<file path="src/rtl/cache_arbiter.sv">
// cache_arbiter: shares one L2 port between the I-cache and D-cache miss paths, preferring D
// but granting a waiting I after STARVE_LIMIT consecutive D grants.
module cache_arbiter #(
  parameter int STARVE_LIMIT = 4
) (
  input  logic         clk,
  input  logic         reset,
  input  logic         i_pmem_read,
  input  logic [15:0]  i_pmem_address,
  output logic [127:0] i_pmem_rdata,
  output logic         i_pmem_resp,
  input  logic         d_pmem_read,
  input  logic         d_pmem_write,
  input  logic [15:0]  d_pmem_address,
  input  logic [127:0] d_pmem_wdata,
  output logic [127:0] d_pmem_rdata,
  output logic         d_pmem_resp,
  output logic         l2_read,
  output logic         l2_write,
  output logic [15:0]  l2_address,
  output logic [127:0] l2_wdata,
  input  logic [127:0] l2_rdata,
  input  logic         l2_resp,
  output logic         grant_i,
  output logic         grant_d
);
  localparam int CW = STARVE_LIMIT > 0 ? $clog2(STARVE_LIMIT + 1) : 1;
  localparam logic [CW-1:0] LIMIT = CW'(STARVE_LIMIT);
  typedef enum logic [1:0] {IDLE, I_BUSY, D_BUSY} state_t;
  state_t state, state_n;
  logic [CW-1:0] starve_cnt;
  logic [15:0] addr_q;
  logic [127:0] wdata_q;
  logic write_q;
  logic d_win, i_win;
  always_comb begin
    d_win = state == IDLE && (d_pmem_read || d_pmem_write) && (!i_pmem_read || starve_cnt < LIMIT);
    i_win = state == IDLE && i_pmem_read && !d_win;
    state_n = d_win ? D_BUSY : i_win ? I_BUSY : (state != IDLE && l2_resp) ? IDLE : state;
  end
  // the L2 request is launched only from the registers captured at grant time
  always_ff @(posedge clk) begin
    if (reset) begin
      state <= IDLE;
      starve_cnt <= '0;
      addr_q <= '0;
      wdata_q <= '0;
      write_q <= 1'b0;
    end else begin
      state <= state_n;
      if (d_win) begin
        addr_q <= d_pmem_address;
        wdata_q <= d_pmem_wdata;
        write_q <= d_pmem_write;
        if (i_pmem_read && starve_cnt != LIMIT) starve_cnt <= starve_cnt + 1'b1;
      end else if (i_win) begin
        addr_q <= i_pmem_address;
        wdata_q <= '0;
        write_q <= 1'b0;
        starve_cnt <= '0;
      end
    end
  end
  assign grant_i = state == I_BUSY;
  assign grant_d = state == D_BUSY;
  assign l2_read = (grant_i || grant_d) && !write_q;
  assign l2_write = (grant_i || grant_d) && write_q;
  assign l2_address = addr_q;
  assign l2_wdata = wdata_q;
  assign i_pmem_resp = l2_resp && grant_i;
  assign d_pmem_resp = l2_resp && grant_d;
  assign i_pmem_rdata = l2_rdata;
  assign d_pmem_rdata = l2_rdata;
endmodule

</file>
<file path="config.mk">
export PLATFORM = sky130hd
export DESIGN_NAME = cache_arbiter
export DESIGN_NICKNAME = d
export VERILOG_FILES = /design/src/rtl/cache_arbiter.sv
export SDC_FILE = /design/constraint.sdc
export NUM_CORES = 1
export LEC_CHECK = 0
export ABC_AREA = 1
export BUFFER_PORTS_ARGS = -buffer_cell sky130_fd_sc_hd__buf_2
export CORE_AREA = 2 2 273 275
export CTS_CLUSTER_DIAMETER = 80
export DETAILED_ROUTE_END_ITERATION = 6
export DIE_AREA = 0 0 275 277
export GPL_TIMING_DRIVEN = 0
export HOLD_SLACK_MARGIN = 0.02
export PLACE_DENSITY = 0.35
export RECOVER_POWER = 100
export SLEW_MARGIN = 10
export SYNTH_ARGS = -nofsm -noshare
export SYNTH_HDL_FRONTEND = slang
export SYNTH_SLANG_ARGS = --single-unit
export TNS_END_PERCENT = 100
</file>
<file path="constraint.sdc">
create_clock -name clk -period 3.8 [get_ports clk]
set_input_delay 0.38 -clock clk [delete_from_list [all_inputs] [get_ports clk]]
set_output_delay 0.38 -clock clk [all_outputs]
set_load 0.05 [all_outputs]
</file>
; ---- After elaboration in Yosys (flattened, before gate mapping)
; Index checks and enable logic that the tools add are counted.
[op_classes]
reduce_logical = 23
n_mul = 0
n_addsub = 1
n_mux = 12
shifts = 0
n_bitwise = 0
magnitude_cmp = 1
div_mod_pow = 0
n_eq_ne = 4
[op_table]
columns = cell, n
row1 = $mux W128, 2
row2 = $mux W16, 2
row3 = $logic_and A1 B1 Y1, 10
row4 = $mux W3, 3
row5 = $mux W2, 3
row6 = $reduce_bool A2 Y1, 3
row7 = $add A3 B1 Y3 const B, 1
row8 = $logic_not A1 Y1, 3
row9 = $logic_or A1 B1 Y1, 3
row10 = $lt A3 B3 Y1 const B, 1
row11 = $ne A3 B3 Y1 const B, 1
row12 = $reduce_bool A3 Y1, 1
row13 = $eq A2 B1 Y1 const B, 1
row14 = $eq A2 B2 Y1 const B, 1
row15 = $logic_not A2 Y1, 1
row16 = $mux W1, 2
row17 = $ne A2 B1 Y1 const B, 1
row18 = $reduce_and A2 Y1, 1
row19 = $reduce_or A2 Y1, 1
[totals]
inputBits = 294
out_inout_bits = 406
latch_bits = 0
reg_bits = 150
mem_count = 0
mem_bits_ro = 0
ramBits = 0

; ---- Logic depth before layout (Yosys ltp)
; Gate-level depths: netlist (run 1).
[depth]
ltp_word = 7
depth_mapped = 10

; ---- Worst setup path after synthesis (run 1)
; Ideal clock, no wire load.
[synth_path]
path_type = register to output
start = reg state[0]
end = out l2_read
t_arrival_ps = 1345
n_path_buf = 0
t_required_ps = 3420
stages_incl_launch_ff = 5
path_slack_ps = 2075
cell_sequence = dfxtp_1 -> inv_1 -> ha_1 -> inv_1 -> nor2_1
[synth_between]
elab_chain_len = 3
elab_cells_between_ends = 4
classes_between = eq/ne: 2 / reduce/logical: 2
[synth_rtl]
columns = element, line
row1 = from (decl), 30  ; state_t state, state_n;
row2 = from (signal assigned), 50  ; state <= state_n;
row3 = $eq A2 B1 Y1 or $eq A2 B2 Y1 (tied branches), "64, 65"
row4 = $logic_or A1 B1 Y1 (*), 66  ; assign l2_read = (grant_i || grant_d) && !write_q;
row5 = $logic_and A1 B1 Y1 (*), 66
row6 = to (decl), 18  ; output logic l2_read,
; Mark *: on every way between the ends. The rest lies on a longest branch, timed or not.

; ---- Worst setup path in the final report (run 1)
[layout_path]
start = reg state[0]
end = reg wdata_q[85] (netlist: l2_wdata[85])
[layout_between]
elab_chain_len = 6
elab_cells_between_ends = 8
classes_between = mux: 1 / reduce/logical: 7
[layout_rtl]
columns = element, line
row1 = $logic_not A2 Y1 (*), "37, 38"
row2 = $logic_and A1 B1 Y1 (2 in series), 37  ; d_win = state == IDLE && (d_pmem_read || d_pmem_write) && (!i_pmem_read || starve_cnt < LIMIT);
row3 = $logic_not A1 Y1, 38  ; i_win = state == IDLE && i_pmem_read && !d_win;
row4 = $logic_and A1 B1 Y1, 38
row5 = $reduce_bool A2 Y1 (no source line), --
row6 = to (signal assigned), 53  ; wdata_q <= d_pmem_wdata;
row7 = to (decl), 33  ; logic [127:0] wdata_q;
; Marks and branches as above.
; A chain may end at the register's enable or synchronous reset.

==> results of run 1 <==
==> through the flow <==
step	cells	total power [mW]	setup slack (ns)	instance area, um^2
final	2629	5.89	1.18	12100
after global routing	2627	6.22	0.866	12100
after CTS	2624	6.13	1.71	12600
after detailed placement	2592	4.23	1.37	12000
after global placement	2592	4.23	1.41	12000
after floorplan	1052	3.56	2.07	7950
==> synthesized netlist by cell type, types with 3 or more instances <==
master / n / area share
dfxtp_1: 150 / 0.38
buf_2: 22 / 0.014
ha_1: 5 / 0.0079
inv_1: 61 / 0.029
clkbuf_1: 20 / 0.0094
nand3_1: 161 / 0.10
nand4_1: 16 / 0.013
a21oi_1: 131 / 0.082
buf_4: 281 / 0.27
nor2_1: 3 / 0.0014
nand2_1: 189 / 0.089
nand2_2: 4 / 0.0031
==> worst max-delay path, delay by kind of cell (launching register included) <==
family,cells,cell delay (ns)
and+or+nand+nor,2,0.51
DFF,1,0.37
AOI/OAI and AO/OA,1,0.17
buffers and inverters,4,1.28
adders and majority gates,1,0.21
==> final cells by class <==
type	count	area [um^2]	area share
antenna	5	12.5	0.00104
timing repair buffer	571	2350	0.195
buffer	324	2250	0.187
clock buffer	20	447	0.0370
inverter	64	240	0.0199
multi-input combinational	514	2400	0.199
sequential	150	3000	0.249
tap	969	1210	0.100
clock inverter	12	153	0.0126
==> metal layers <==
layer	wire (um)	global-route usage
met1	14900	0.101
met2	21000	0.188
met3	3520	0.0357
met4	968	0.0389
met5	130	0
==> state kept, by name, indices dropped and copies added (netlist names) <==
| signal | flops |
|---|---|
| l2_wdata | 128 |
| l2_address | 16 |
| starve_cnt | 3 |
| state | 2 |
| write_q | 1 |
==> worst max path at each step <==
stage                     depth (start not counted)  slack (ns)      from      endpoint
after floorplan                                   4        2.07  state[0]       l2_read
final                                             8        1.18  state[0]  l2_wdata[85]
after detailed placement                          4        1.37     reset  l2_wdata[11]
after global placement                            4        1.41     reset   l2_wdata[4]
after CTS                                         5        1.71  state[1]       l2_read
after global routing                              8        0.87  state[0]  l2_wdata[86]
==> cells by family (layout without fill, tap and decap cells) <==
| family | Yosys count | in the layout | share of synthesized area |
|---|---|---|---|
| buffers and inverters | 388 | 991 | 0.320 |
| adders and majority gates | 5 | 5 | 0.00787 |
| and+or+nand+nor | 374 | 374 | 0.209 |
| DFF | 150 | 150 | 0.378 |
| AOI/OAI and AO/OA | 134 | 134 | 0.0843 |
| other | 0 | 5 | 0 |
| xor gates and xnor gates | 1 | 1 | 0.00110 |
==> power by group through the flow <==
stage          clock network (mW)  registers (mW)  logic, mW
6_report                     1.83            1.80       2.26
5_1_grt                      1.98            1.82       2.41
4_1_cts                      1.93            1.80       2.40
3_5_place_dp                    0            1.84       2.40
3_3_place_gp                    0            1.83       2.40
2_1_floorplan                   0            2.32       1.24
==> impl_metrics.toml, run 1 <==
[route]
via_per_inst = 3.32
vias = 8735
avgRoutedWirePerCell_um = 15.4
drt-initial-drc-count = 250
drtAntennaViolNets = 0
drt-total-wl_mm = 40.5
dr.pass1.iters = 4
drc = 0

[logic_synthesis]
ys_ff_latch = 150
synth_nets = 1351
synth-async-reset-ratio = 0
syn-cell-area_um2 = 7950
syn_area_per_cell_um2 = 7.56
synth_edf_count = 0
ys_warn_count = 0
synth-seq-area-share = 0.378
ys_types = 19
ys.flop_type = "dfxtp_1"
postSynthCellCount = 1052

[timing]
whs_ns = 0.150
report.final.slew_viol_count = 0
fin_crit_sh = 0.691
finalHoldViolCount = 0
slew_headroom = 0.225
clock.fmax_mhz = 381
rsz0062_at_grt = "false"
worst_pin_slew_ns = 1.16
finalClockSkew_ns = 0.0150
fin_crit_ns = 2.62
finalSetupViolations = 0
tns_ns = 0

[critical_path]
crit_path_start_kind = "flip-flop"
arrival_ns = 3.02
path_cells = "inv_1, ha_1, clkbuf_1, nand2_1, clkbuf_1, clkbuf_1, nand3_1, a21oi_1"
rrSetupSlack_ns = 1.18
cpPeakStageDelay_ns = 0.52
required_ns = 4.19
r2r-start = "state[0]"
reg2regPathDepth = 8
crit_type = "flip-flop to flip-flop"
end_kind = "flip-flop"
r2r_end = "l2_wdata[85]"
cp_slowest_cell = "clkbuf_1"
cp_common_cell = "clkbuf_1"
path_max_fanout = 10

[global_routing]
grt_pass1_wl_mm = 55.5
grt_usage = 0.101
grt_max_degree = 17
antenna_found_initial = 15
grt-ovfl-total = 0
grt_pass1_vias = 8656

[cells_and_area]
drive_gt1_frac = 0.295
nets = 1941
fillers = 8628
areaGrowthSynthToFinish_pct = 51.7
final_util = 0.164
final_cell_mix = "clkbuf_1, buf_4, nand2_1"
final_common_cell = "clkbuf_1"

[power]
combinationalPowerShare = 0.383
p_per_area_nw_per_um2 = 488
leakage_nw = 5.26
internal_power_mw = 3.30
p_seq_frac = 0.306
power_switching_mw = 2.58
vdd_drop_max_v = 0.000284
swShare = 0.439
clkPwrFrac = 0.310

[placement]
hpwlAfterDp_mm = 33.6
gp_congestion = 0.754
port_buffers = 571

[clock_network]
clock_sinks = 150
post_cts_resized = 0
numCtsBuffers = 17
h-tree-depth = 4
cts_root_buf = "clkbuf_16"
hold_buffers = 0
clk_latency_ns = 0.48
clk_pin_slew_ns = 0.07
cts_tree = "done"
post_cts_buffers = 0
clockBufferDepth = 2

[die]
die-area_um2 = 76200
std_cell_rows = 100
io_pins = 700
start_util = 0.108
die_h_um = 277
die_x_um = 275
design.core.area_um2 = 73600

[outcome]
status = "completed"

[hold_path]
hold_depth = 3
hp-class = "input port to flip-flop"
min-delay-start = "d_pmem_wdata[108]"
worst_hold_path.endpoint = "l2_wdata[108]"

[run]
max_cap_violations = 0
Power figures use the tool's default switching activity.
==> run 2, diff against run 1 <==
--- a/config.mk
+++ b/config.mk
@@ -13,7 +13,7 @@
 export DIE_AREA = 0 0 275 277
 export GPL_TIMING_DRIVEN = 0
 export HOLD_SLACK_MARGIN = 0.02
-export PLACE_DENSITY = 0.35
+export PLACE_DENSITY = 0.36
 export RECOVER_POWER = 100
 export SLEW_MARGIN = 10
 export SYNTH_ARGS = -nofsm -noshare
==> constraint.sdc (replaced) <==
create_clock -name clk -period 2.1 [get_ports clk]
set_input_delay 0.21 -clock clk [delete_from_list [all_inputs] [get_ports clk]]
set_output_delay 0.21 -clock clk [all_outputs]
set_load 0.05 [all_outputs]
==> impl_metrics.toml, run 2 (synthesized netlist as in run 1, its figures left out) <==
[timing]
clock.fmax_mhz = 530
worst_pin_slew_ns = 0.892
setup_slack_ns = 0.215
tns_ns = 0
finalClockSkew_ns = 0.0141
report.final.slew_viol_count = 0
rsz0062_at_grt = "false"
whs_ns = 0.0902
fin_crit_sh = 0.898
slew_headroom = 0.405
finalHoldViolCount = 0
finalSetupViolations = 0
fin_crit_ns = 1.89

[clock_network]
clock_sinks = 150
cts_root_buf = "clkbuf_16"
clockBufferDepth = 2
post_cts_buffers = 0
clk_latency_ns = 0.48
cts_tree = "done"
clk_pin_slew_ns = 0.06
h-tree-depth = 4
numCtsBuffers = 17

[placement]
hpwlAfterDp_mm = 31.7
gp_congestion = 0.735
port_buffers = 571
dp_cells = 2592
post-place-ws_ns = 0.0463

[cells_and_area]
drive_gt1_frac = 0.283
layoutNonFillerInstCount = 2770
areaGrowthSynthToFinish_pct = 70.5
largest_reg_flops = 128
fillers = 8597
final_cell_mix = "clkbuf_1, buf_4, nand2_1"
nets = 2086
final_common_cell = "clkbuf_1"

[global_routing]
grt_max_degree = 17
grt_pass1_vias = 9241
antenna_found_initial = 7
grt_pass1_wl_mm = 54.9
grt_usage = 0.0981
grt-ovfl-total = 0

[critical_path]
r2r_end = "l2_wdata[85]"
crit_type = "flip-flop to primary output"
setup.worst_path.end = "l2_read"
rrSetupSlack_ns = 0.22
path_max_fanout = 3
crit_path_start_kind = "flip-flop"
cp-startpoint = "state[0]"
required_ns = 1.89
arrival_ns = 1.68
end_kind = "primary output"
reg2regPathDepth = 8
r2r-start = "state[0]"

[power]
internal_power_mw = 6.02
vdd_drop_max_v = 0.000408
p_per_area_nw_per_um2 = 795
p_seq_frac = 0.302
swShare = 0.441
combinationalPowerShare = 0.399
leakage_nw = 5.93
clkPwrFrac = 0.298
power_switching_mw = 4.75

[hold_path]
hp-class = "input port to flip-flop"

[die]
die_h_um = 277
std_cell_rows = 100
die-area_um2 = 76200
io_pins = 700
die_x_um = 275
start_util = 0.108
design.core.area_um2 = 73600

[outcome]
status = "completed"

[route]
vias = 9276
dr.pass1.iters = 5
avgRoutedWirePerCell_um = 14.2
via_per_inst = 3.35
drt-total-wl_mm = 39.3
drtAntennaViolNets = 0
drc = 0
drt-initial-drc-count = 241

[run]
max_cap_violations = 0
run 2: cell types whose count changed in the layout (fill, tap and decap cells not counted), sizes merged:
cell / before / now
buf: 454 / 460
bufinv: 3 / 1
clkbuf: 461 / 455
clkinv: 5 / 8
clkinvlp: 4 / 2
diode: 5 / 1
dlygate4sd3: 0 / 145
inv: 64 / 65
run 2: power groups by stage:
stage | sequential (mW) | clock (mW) | combinational [mW]
after global routing | 3.29 | 3.50 | 4.61
after global placement | 3.31 | 0 | 4.31
after floorplan | 4.20 | 0 | 2.24
after detailed placement | 3.31 | 0 | 4.31
after CTS | 3.25 | 3.41 | 4.54
final | 3.26 | 3.22 | 4.30
run 2: repair_timing:
action | in CTS | in global routing
hold endpoints to repair | 145 | 0
setup endpoints to repair | 0 | 16
hold buffers | 145 | 0
gates resized for setup | 0 | 2
run 2: routing by layer:
layer  GRT usage  wire, um  vias to the layer above
met2       0.183     20600                      394
met5           0        16                        -
met1       0.103     15000                     4243
met3      0.0319      3220                       28
li1            -         -                     4609
met4      0.0291       479                        2
run 2: area by class of cell:
| cell class | count | area (um^2) | share of cell area |
|---|---|---|---|
| Clock inverter | 12 | 120 | 0.00886 |
| Inverter | 64 | 240 | 0.0177 |
| Clock buffer | 20 | 467 | 0.0344 |
| Timing Repair Buffer | 716 | 3800 | 0.281 |
| Sequential cell | 150 | 3000 | 0.221 |
| Antenna cell | 1 | 2.50 | 0.000185 |
| Multi-Input combinational cell | 514 | 2400 | 0.177 |
| Tap cell | 969 | 1210 | 0.0894 |
| Buffer | 324 | 2310 | 0.170 |
run 2: worst min-delay path by stage:
stage                       from            end  slack (ns)  cells past startpoint
2_1_floorplan  d_pmem_wdata[100]  l2_wdata[100]        0.35                      2
3_3_place_gp    d_pmem_wdata[87]   l2_wdata[87]        0.46                      3
3_5_place_dp    d_pmem_wdata[65]   l2_wdata[65]        0.46                      3
4_1_cts                  l2_resp       state[0]        0.04                      4
5_1_grt                  l2_resp       state[0]        0.08                      4
6_report                 l2_resp       state[0]        0.09                      4
run 2: metrics by stage:
step,power (mW),instance area (um^2),utilization
finish,10.8,13600,0.184
global route,11.4,13600,0.184
CTS,11.2,14100,0.191
detailed placement,7.63,12000,0.163
global placement,7.61,12000,0.163
floorplan,6.44,7950,-
run 2: critical path, stage by stage (launching register included):
cell and delay (ns):
dfxtp_1 0.36, inv_1 0.07, ha_1 0.34, inv_1 0.05, nor2_1 0.08, clkbuf_2 0.29
